### config.mk
export PLATFORM = sky130hd
export DESIGN_NAME = drv_nonoverlap_nch
export DESIGN_NICKNAME = d
export VERILOG_FILES = /design/src/rtl/drv_pkg.sv /design/src/rtl/drv_nonoverlap_chan.sv /design/src/rtl/drv_nonoverlap_nch.sv
export SDC_FILE = /design/constraint.sdc
export NUM_CORES = 1
export LEC_CHECK = 0
export ABC_AREA = 1
export ABC_CLOCK_PERIOD_IN_PS = 2050
export BUFFER_PORTS_ARGS = -buffer_cell sky130_fd_sc_hd__buf_2
export CORE_MARGIN = 2
export CORE_UTILIZATION = 40
export DETAILED_ROUTE_END_ITERATION = 8
export GPL_ROUTABILITY_DRIVEN = 0
export SYNTH_ARGS = -nofsm -noshare
export SYNTH_HDL_FRONTEND = slang
export SYNTH_HIERARCHICAL = 1
export SYNTH_SLANG_ARGS = --single-unit
### constraint.sdc
create_clock -name clk -period 2.05 [get_ports clk]
set_input_delay 0.41 -clock clk [delete_from_list [all_inputs] [get_ports clk]]
set_output_delay 0.41 -clock clk [all_outputs]
set_load 0.01 [all_outputs]
### src/rtl/drv_pkg.sv
// Shared types and constants for the non-overlap gate driver.
//   drv_state_e  : per-channel FSM state encoding
//   DrvDtwDefault / DrvDtMinDefault : default dead-time width and floor
//   max_with_min : clamps a dead-time value up to the enforced minimum
package drv_pkg;

  typedef enum logic [2:0] {
    StOff  = 3'd0,
    StLsOn = 3'd1,
    StDtR  = 3'd2,
    StHsOn = 3'd3,
    StDtF  = 3'd4
  } drv_state_e;

  localparam int unsigned DrvDtwDefault   = 6;
  localparam int unsigned DrvDtMinDefault = 1;

  function automatic logic [31:0] max_with_min(logic [31:0] val, logic [31:0] min_val);
    return (val < min_val) ? min_val : val;
  endfunction

endpackage

### src/rtl/drv_nonoverlap_chan.sv
// One channel of the non-overlap driver: FSM, dead-time counter, registered gate enables.
//   clk, rst_n            : clock, async active-low reset
//   force_off_i           : en low or fault active/latched; drives the channel to OFF
//   demand_i              : PWM demand (1 = high side, 0 = low side)
//   dt_rise_i / dt_fall_i : dead time before HS / LS turn-on, sampled on entry only
//   hs_o / ls_o           : registered high-side / low-side enables
//   busy_o                : registered, high while in a dead-time state
module drv_nonoverlap_chan
  import drv_pkg::*;
#(
  parameter int unsigned DTW    = DrvDtwDefault,
  parameter int unsigned DT_MIN = DrvDtMinDefault
) (
  input  logic           clk,
  input  logic           rst_n,
  input  logic           force_off_i,
  input  logic           demand_i,
  input  logic [DTW-1:0] dt_rise_i,
  input  logic [DTW-1:0] dt_fall_i,
  output logic           hs_o,
  output logic           ls_o,
  output logic           busy_o
);

  drv_state_e     state_q, state_d;
  logic [DTW-1:0] cnt_q, cnt_d;
  logic           hs_q, ls_q, busy_q;
  logic [DTW-1:0] load_rise, load_fall;

  assign load_rise = DTW'(max_with_min(32'(dt_rise_i), 32'(DT_MIN)));
  assign load_fall = DTW'(max_with_min(32'(dt_fall_i), 32'(DT_MIN)));

  always_comb begin
    state_d = state_q;
    cnt_d   = cnt_q;
    if (force_off_i) begin
      state_d = StOff;
      cnt_d   = '0;
    end else begin
      unique case (state_q)
        StOff: begin
          if (demand_i) begin
            state_d = StDtR;
            cnt_d   = load_rise;
          end else begin
            state_d = StLsOn;
          end
        end
        StLsOn: begin
          if (demand_i) begin
            state_d = StDtR;
            cnt_d   = load_rise;
          end
        end
        StDtR: begin
          // Demand reverting aborts the dead time, even on the expiry edge.
          if (!demand_i) begin
            state_d = StLsOn;
            cnt_d   = '0;
          end else if (cnt_q <= DTW'(1)) begin
            state_d = StHsOn;
            cnt_d   = '0;
          end else begin
            cnt_d = cnt_q - DTW'(1);
          end
        end
        StHsOn: begin
          if (!demand_i) begin
            state_d = StDtF;
            cnt_d   = load_fall;
          end
        end
        StDtF: begin
          if (demand_i) begin
            state_d = StHsOn;
            cnt_d   = '0;
          end else if (cnt_q <= DTW'(1)) begin
            state_d = StLsOn;
            cnt_d   = '0;
          end else begin
            cnt_d = cnt_q - DTW'(1);
          end
        end
        default: begin
          state_d = StOff;
          cnt_d   = '0;
        end
      endcase
    end
  end

  // Outputs decoded from next state so they change on the same edge as the state.
  always_ff @(posedge clk or negedge rst_n) begin
    if (!rst_n) begin
      state_q <= StOff;
      cnt_q   <= '0;
      hs_q    <= 1'b0;
      ls_q    <= 1'b0;
      busy_q  <= 1'b0;
    end else begin
      state_q <= state_d;
      cnt_q   <= cnt_d;
      hs_q    <= (state_d == StHsOn);
      ls_q    <= (state_d == StLsOn);
      busy_q  <= (state_d == StDtR) || (state_d == StDtF);
    end
  end

  assign hs_o   = hs_q;
  assign ls_o   = ls_q;
  assign busy_o = busy_q;

endmodule

### src/rtl/drv_nonoverlap_nch.sv
// N-channel non-overlap gate driver with programmable dead time and latched fault shutdown.
//   clk, rst_n            : clock, async active-low reset
//   CELV, CELG, SUB       : brick supply pins, carried through with no logic
//   en                    : global enable, 0 forces all channels OFF
//   dt_rise / dt_fall     : dead-time counts before HS / LS turn-on
//   i                     : per-channel PWM demand
//   fault / fault_clr     : fault request (level) / latch clear
//   o_hs / o_ls           : registered gate enables per channel
//   busy                  : per-channel dead-time indicator
//   flt_latched           : fault latch state
// Build option: define DRV_SYNC_EN to pass i and fault through 2-flop synchronizers.
module drv_nonoverlap_nch
  import drv_pkg::*;
#(
  parameter int unsigned NCH    = 2,
  parameter int unsigned DTW    = DrvDtwDefault,
  parameter int unsigned DT_MIN = DrvDtMinDefault
) (
  input  logic           clk,
  input  logic           rst_n,
  input  logic           CELV,
  input  logic           CELG,
  input  logic           SUB,
  input  logic           en,
  input  logic [DTW-1:0] dt_rise,
  input  logic [DTW-1:0] dt_fall,
  input  logic [NCH-1:0] i,
  input  logic           fault,
  input  logic           fault_clr,
  output logic [NCH-1:0] o_hs,
  output logic [NCH-1:0] o_ls,
  output logic [NCH-1:0] busy,
  output logic           flt_latched
);

  logic unused_pins;
  assign unused_pins = ^{CELV, CELG, SUB};

  logic [NCH-1:0] demand;
  logic           fault_s;

`ifdef DRV_SYNC_EN
  logic [NCH-1:0] i_meta_q, i_sync_q;
  logic           fault_meta_q, fault_sync_q;

  always_ff @(posedge clk or negedge rst_n) begin
    if (!rst_n) begin
      i_meta_q     <= '0;
      i_sync_q     <= '0;
      fault_meta_q <= 1'b0;
      fault_sync_q <= 1'b0;
    end else begin
      i_meta_q     <= i;
      i_sync_q     <= i_meta_q;
      fault_meta_q <= fault;
      fault_sync_q <= fault_meta_q;
    end
  end

  assign demand  = i_sync_q;
  assign fault_s = fault_sync_q;
`else
  assign demand  = i;
  assign fault_s = fault;
`endif

  logic flt_q, flt_d;

  // Fault has priority over clear.
  always_comb begin
    flt_d = flt_q;
    if (fault_s) begin
      flt_d = 1'b1;
    end else if (fault_clr) begin
      flt_d = 1'b0;
    end
  end

  always_ff @(posedge clk or negedge rst_n) begin
    if (!rst_n) begin
      flt_q <= 1'b0;
    end else begin
      flt_q <= flt_d;
    end
  end

  assign flt_latched = flt_q;

  // Latched state (not flt_d) keeps channels in OFF on the clearing edge.
  logic force_off;
  assign force_off = !en || fault_s || flt_q;

  for (genvar c = 0; c < NCH; c++) begin : g_chan
    drv_nonoverlap_chan #(
      .DTW    (DTW),
      .DT_MIN (DT_MIN)
    ) u_chan (
      .clk         (clk),
      .rst_n       (rst_n),
      .force_off_i (force_off),
      .demand_i    (demand[c]),
      .dt_rise_i   (dt_rise),
      .dt_fall_i   (dt_fall),
      .hs_o        (o_hs[c]),
      .ls_o        (o_ls[c]),
      .busy_o      (busy[c])
    );
  end

endmodule
After elaboration in Yosys (flattened, before gate mapping)
Index checks and enable logic that the tools add are counted.
{"block": "classes", "n_eq_ne": 20, "add_sub_neg": 2, "n_reduce_logical": 12, "muxes": 36, "n_lt_le_gt_ge": 4}
{"op": "$mux 6", "n": 14}
{"op": "$pmux 6 s4", "n": 2}
{"op": "$mux 3", "n": 14}
{"op": "$pmux 3 s5", "n": 2}
{"op": "$eq 3x2->1 const B", "n": 8}
{"op": "$eq 3x1->1 const B", "n": 4}
{"op": "$eq 3x3->1 const B", "n": 4}
{"op": "$le 6x1->1 const B", "n": 2}
{"op": "$lt 6x1->1 const B", "n": 2}
{"op": "$sub 6x1->6 const B", "n": 2}
{"op": "$logic_not 3->1", "n": 2}
{"op": "$ne 3x1->1 const B", "n": 2}
{"op": "$ne 3x3->1 const B", "n": 2}
{"op": "$logic_or 1x1->1", "n": 4}
{"op": "$mux 2", "n": 2}
{"op": "$reduce_and 2->1", "n": 2}
{"op": "$reduce_or 2->1", "n": 2}
{"op": "$mux 1", "n": 2}
{"op": "$reduce_bool 2->1", "n": 1}
{"op": "$logic_not 1->1", "n": 1}
{"block": "totals", "inputBits": 22, "word_cells": 85, "out_inout_bits": 7, "regBits": 25}

Longest topological paths before layout
{"block": "logic_depth", "word_depth": 7, "mapped_depth": 9, "mapped_depth_nobuf": 9}

Hierarchy
The synthesis kept the hierarchy.
{"mod": "drv_nonoverlap_chan (g_chan[0].u_chan)", "n_inst": 1, "area_each_um2": 849.6, "seq_area_each_um2": 300.3, "cells_each": 131}
{"mod": "drv_nonoverlap_chan (g_chan[1].u_chan)", "n_inst": 1, "area_each_um2": 849.6, "seq_area_each_um2": 300.3, "cells_each": 132}
{"mod": "drv_nonoverlap_nch", "n_inst": 1, "area_each_um2": 47.5, "seq_area_each_um2": 25.0, "cells_each": 7}

Worst setup path before layout
OpenSTA, ideal clock, no wires.
{"block": "synth_timing", "path_kind": "flip-flop to flip-flop", "startpoint": "register flt_q, in the netlist flt_latched", "endpoint": "register g_chan[0].u_chan.cnt_q[0]", "stages_incl_launch_ff": 8, "t_arrival_ns": 1.323, "setup_ns": 0.065, "setup_slack_ns": 0.662, "cell_sequence": "dfrtp_1 nor2_1 nand2_1 inv_1 o21ai_0 nor2_1 nand2_1 nand2_1"}
{"block": "synth_via", "elab_chain_cells": 3}
{"element": "from (decl)", "line_no": "drv_nonoverlap_nch.sv:67", "source": "logic flt_q, flt_d;"}
{"element": "from (signal assigned)", "line_no": "drv_nonoverlap_nch.sv:83", "source": "flt_q <= flt_d;"}
{"element": "$logic_or 1x1->1 *", "line_no": "drv_nonoverlap_nch.sv:91", "source": "assign force_off = !en || fault_s || flt_q;"}
{"element": "via force_off", "line_no": "drv_nonoverlap_nch.sv:90", "source": "logic force_off;"}
{"element": "$ne 3x3->1 (no source line) or $ne 3x1->1 (tied branches)"}
{"element": "$reduce_and 2->1 (no source line)"}
{"element": "to (signal assigned)", "line_no": "drv_nonoverlap_chan.sv:102", "source": "cnt_q <= cnt_d;"}
{"element": "to (decl)", "line_no": "drv_nonoverlap_chan.sv:26", "source": "logic [DTW-1:0] cnt_q, cnt_d;"}
Mark *: on every way through the listed nets, which the timed path passes. The rest lies on a longest branch.
A chain may end at the register's enable or synchronous reset.

Worst setup path in the final report
{"block": "layout_timing", "startpoint": "register g_chan[1].u_chan.cnt_q[0]", "endpoint": "register g_chan[1].u_chan.cnt_q[3]"}
{"block": "layout_via", "elab_chain_cells": 5}
{"element": "from (decl)", "line_no": "drv_nonoverlap_chan.sv:26"}
{"element": "from (signal assigned)", "line_no": "drv_nonoverlap_chan.sv:102"}
{"element": "$sub 6x1->6 or $le 6x1->1 (tied branches)"}
{"element": "$mux 6 *", "line_no": "drv_nonoverlap_chan.sv:60, drv_nonoverlap_chan.sv:77"}
{"element": "$mux 6, on equally long branches", "line_no": "drv_nonoverlap_chan.sv:74, drv_nonoverlap_chan.sv:57"}
{"element": "$pmux 6 s4 *", "line_no": "drv_nonoverlap_chan.sv:40", "source": "unique case (state_q)"}
{"element": "$mux 6 *", "line_no": "drv_nonoverlap_chan.sv:36", "source": "if (force_off_i) begin"}
Every way passes the cells marked *; elsewhere a longest branch is shown, timed or not.

==> run metrics <==
Mapped Nets 296; I/O Buffers 25; worst-case clock buffer depth 2; leak pwr ~1.2 nW; final setup violation count 0; post-synth top area cell dfrtp_1; Worst R2R Path Depth 9; hold_ws ~110 ps; Post-DP HPWL around 2900 um; core area about 0.0043 mm^2; die height 70.08 um; gr usage total 0.1672; Final min period ~1500 ps; Mean Syn Cell Area 6.469 um^2; vias ~1600; Final Max Tran Viols 0; max cap viols 0; chip width around 70 um; R2R Setup Slk between 500 and 600 ps; CTS tree built; final core utilization 0.4645; Max FO, Critical Path 5; First-pass DRT Iterations 4; CTS root buf clkbuf_8; Die ar. about 0.0049 mm^2; drt wl/cell roughly 10 um; Max Clk Rate about 660 MHz; row count 24; crit share post-route 0.7420; RSZ-0062 raised after global routing no; top cell type's share of synthesized area 0.3582; status finished, final reports clean; crit path DAT roughly 1700 ps; Cells after Synth 270; antenna violations before repair 0; CP Class register to register; GR Overflow Total 0; clock sinks 25; CTS H-tree lvls 1; post-synthesis sequential area ratio 0.3582; Ant. Diodes 0; Slew headroom 0.6170; required time of the worst setup path approximately 2300 ps; final net count between 300 and 400; Vias/cell 4.634; vias in the first global route 1606; Hold Vio Cnt, Final 0; Warnings, synthesis 6; Finished Layout Cells 352; power per cell area 487.4 mW/mm^2; # Post-CTS Setup Buffers 0; Area contributors post-synth dfrtp_1, nand2_1, nor2_1; Ports 29; Final Cell Area roughly 0.0020 mm^2; Hold WC Path Type primary input to async pin; first-pass GRT wire length between 6000 and 7000 um; Initial DRC Count about 110; clk slew on worst S/H paths approximately 100 ps; skew final 11.87 ps; largest net degree at the start of global routing 26; Post-Route WL between 3000 and 4000 um; placed cells 348; Crit. End Element register; Synth Register Bits 25; Post-Syn Area 0.001747 mm^2; Max VDD drop 0.2932 mV; Fin Setup TNS 0 ps; FF-to-FF End g_chan[1].u_chan/cnt_q[3]$_DFFE_PN0P_; cell area after placement 0.001944 mm^2; Critical Path End g_chan[1].u_chan/cnt_q[3]$_DFFE_PN0P_; clk_lat worst skew 280 ps; hold_buf cts 0; Layout area overhead 14.18%; initial cell density of the core 0.4068; drt drc 0; PostCTS Resize Cnt 0; TritonCTS Buffers 3; nature of the critical path startpoint register; layout cell share with drive strength beyond 1 0.1400; Final ANT Viol Nets 0; reg2reg start g_chan[1].u_chan/cnt_q[0]$_DFFE_PN0P_; Slew @ Worst Pin 574.5 ps; CP startpoint g_chan[1].u_chan/cnt_q[0]$_DFFE_PN0P_; count of cell types in the netlist 17
## per-layer routing
metal  routed length [um]  track usage
met2                 1808       0.3037
met1                 1706       0.2009
met5                    0            0
met4                   30      0.05769
met3                   68      0.02309
## cell families after synthesis
| family | Yosys count | share of synthesized area |
|---|---|---|
| compound gates | 22 | 0.08023 |
| xor+xnor | 6 | 0.03009 |
| fa+ha+maj | 4 | 0.02865 |
| buf+inv | 34 | 0.07306 |
| flops | 25 | 0.3582 |
| simple gates | 179 | 0.4298 |
## final cells by class
| cell class | count | area (um^2) |
|---|---|---|
| clock buffers | 3 | 41.29 |
| clock inverters | 1 | 8.758 |
| fillers | 450 | 2300 |
| inverters | 34 | 127.6 |
| multi-input cells | 211 | 993.5 |
| flip-flops and latches | 25 | 625.6 |
| well taps | 52 | 65.06 |
| repair buffers | 26 | 132.6 |
## per-stage QoR
| stage | total power (W) | setup slack, ps |
|---|---|---|
| CTS | 0.0009911 | 507.5 |
| finish | 0.0009722 | 528.9 |
| global placement | 0.0006666 | 396.8 |
| detailed placement | 0.0006661 | 386.5 |
| global route | 0.001041 | 288.2 |
| floorplan | 0.0006064 | 662.3 |
## state kept, by name (all words and copies together), names as in the netlist
register,cells
g_chan.u_chan/hs_o,2
g_chan.u_chan/ls_o,2
g_chan.u_chan/busy_o,2
flt_latched,1
g_chan.u_chan/cnt_q,12
g_chan.u_chan/state_q,6
## power by group
part           total, W  internal [W]  switching [W]  leakage (nW)
clock network  0.000317      0.000143       0.000175        0.0261
registers      0.000509      0.000501     0.00000756         0.344
logic          0.000146     0.0000568      0.0000894         0.795
total          0.000972      0.000700       0.000272          1.16
## layout by cell type (no fill, tap or decap)
cell        n
nor2_4      3
inv_6       1
o21bai_1    9
nor2_8      1
buf_2      25
inv_2       3
o21ai_0     6
clkbuf_8    3
dfrtp_1    25
ha_1        4
nand2_1   119
nor2_1     35
nand2_2     3
o21ai_2     2
buf_4       1
nand3b_1    2
xnor2_1     6
nand4_1     4
inv_1      31
a21oi_1     5
nand3_1    12
## critical path, stage by stage, from the launching register on
cell and delay (ps):
dfrtp_1 380, inv_1 100, ha_1 250, nor2_1 150
nor2_1 90, a21oi_1 240, nand2_1 80, nand2_1 70
nand2_1 40, nand2_1 70
## synthesized netlist by cell type
library cell,instances
nand2_1,119
nor2_1,35
inv_1,31
dfrtp_1,25
nand3_1,12
o21bai_1,9
o21ai_0,6
xnor2_1,6
a21oi_1,5
ha_1,4
nand4_1,4
inv_2,3
nand2_2,3
nor2_4,3
nand3b_1,2
o21ai_2,2
nor2_8,1
## worst min path at each step
stage | endpoint | slack [ps] | cells past startpoint
floorplan | flt_latched$_DFFE_PN0P_ | 110 | 0
global placement | g_chan[0].u_chan/busy_o$_DFF_PN0_ | 450 | 1
detailed placement | g_chan[0].u_chan/busy_o$_DFF_PN0_ | 450 | 1
CTS | g_chan[0].u_chan/busy_o$_DFF_PN0_ | 140 | 1
global route | g_chan[0].u_chan/busy_o$_DFF_PN0_ | 140 | 1
finish | g_chan[0].u_chan/busy_o$_DFF_PN0_ | 110 | 1
No activity file was read; power rests on OpenSTA's default activity.
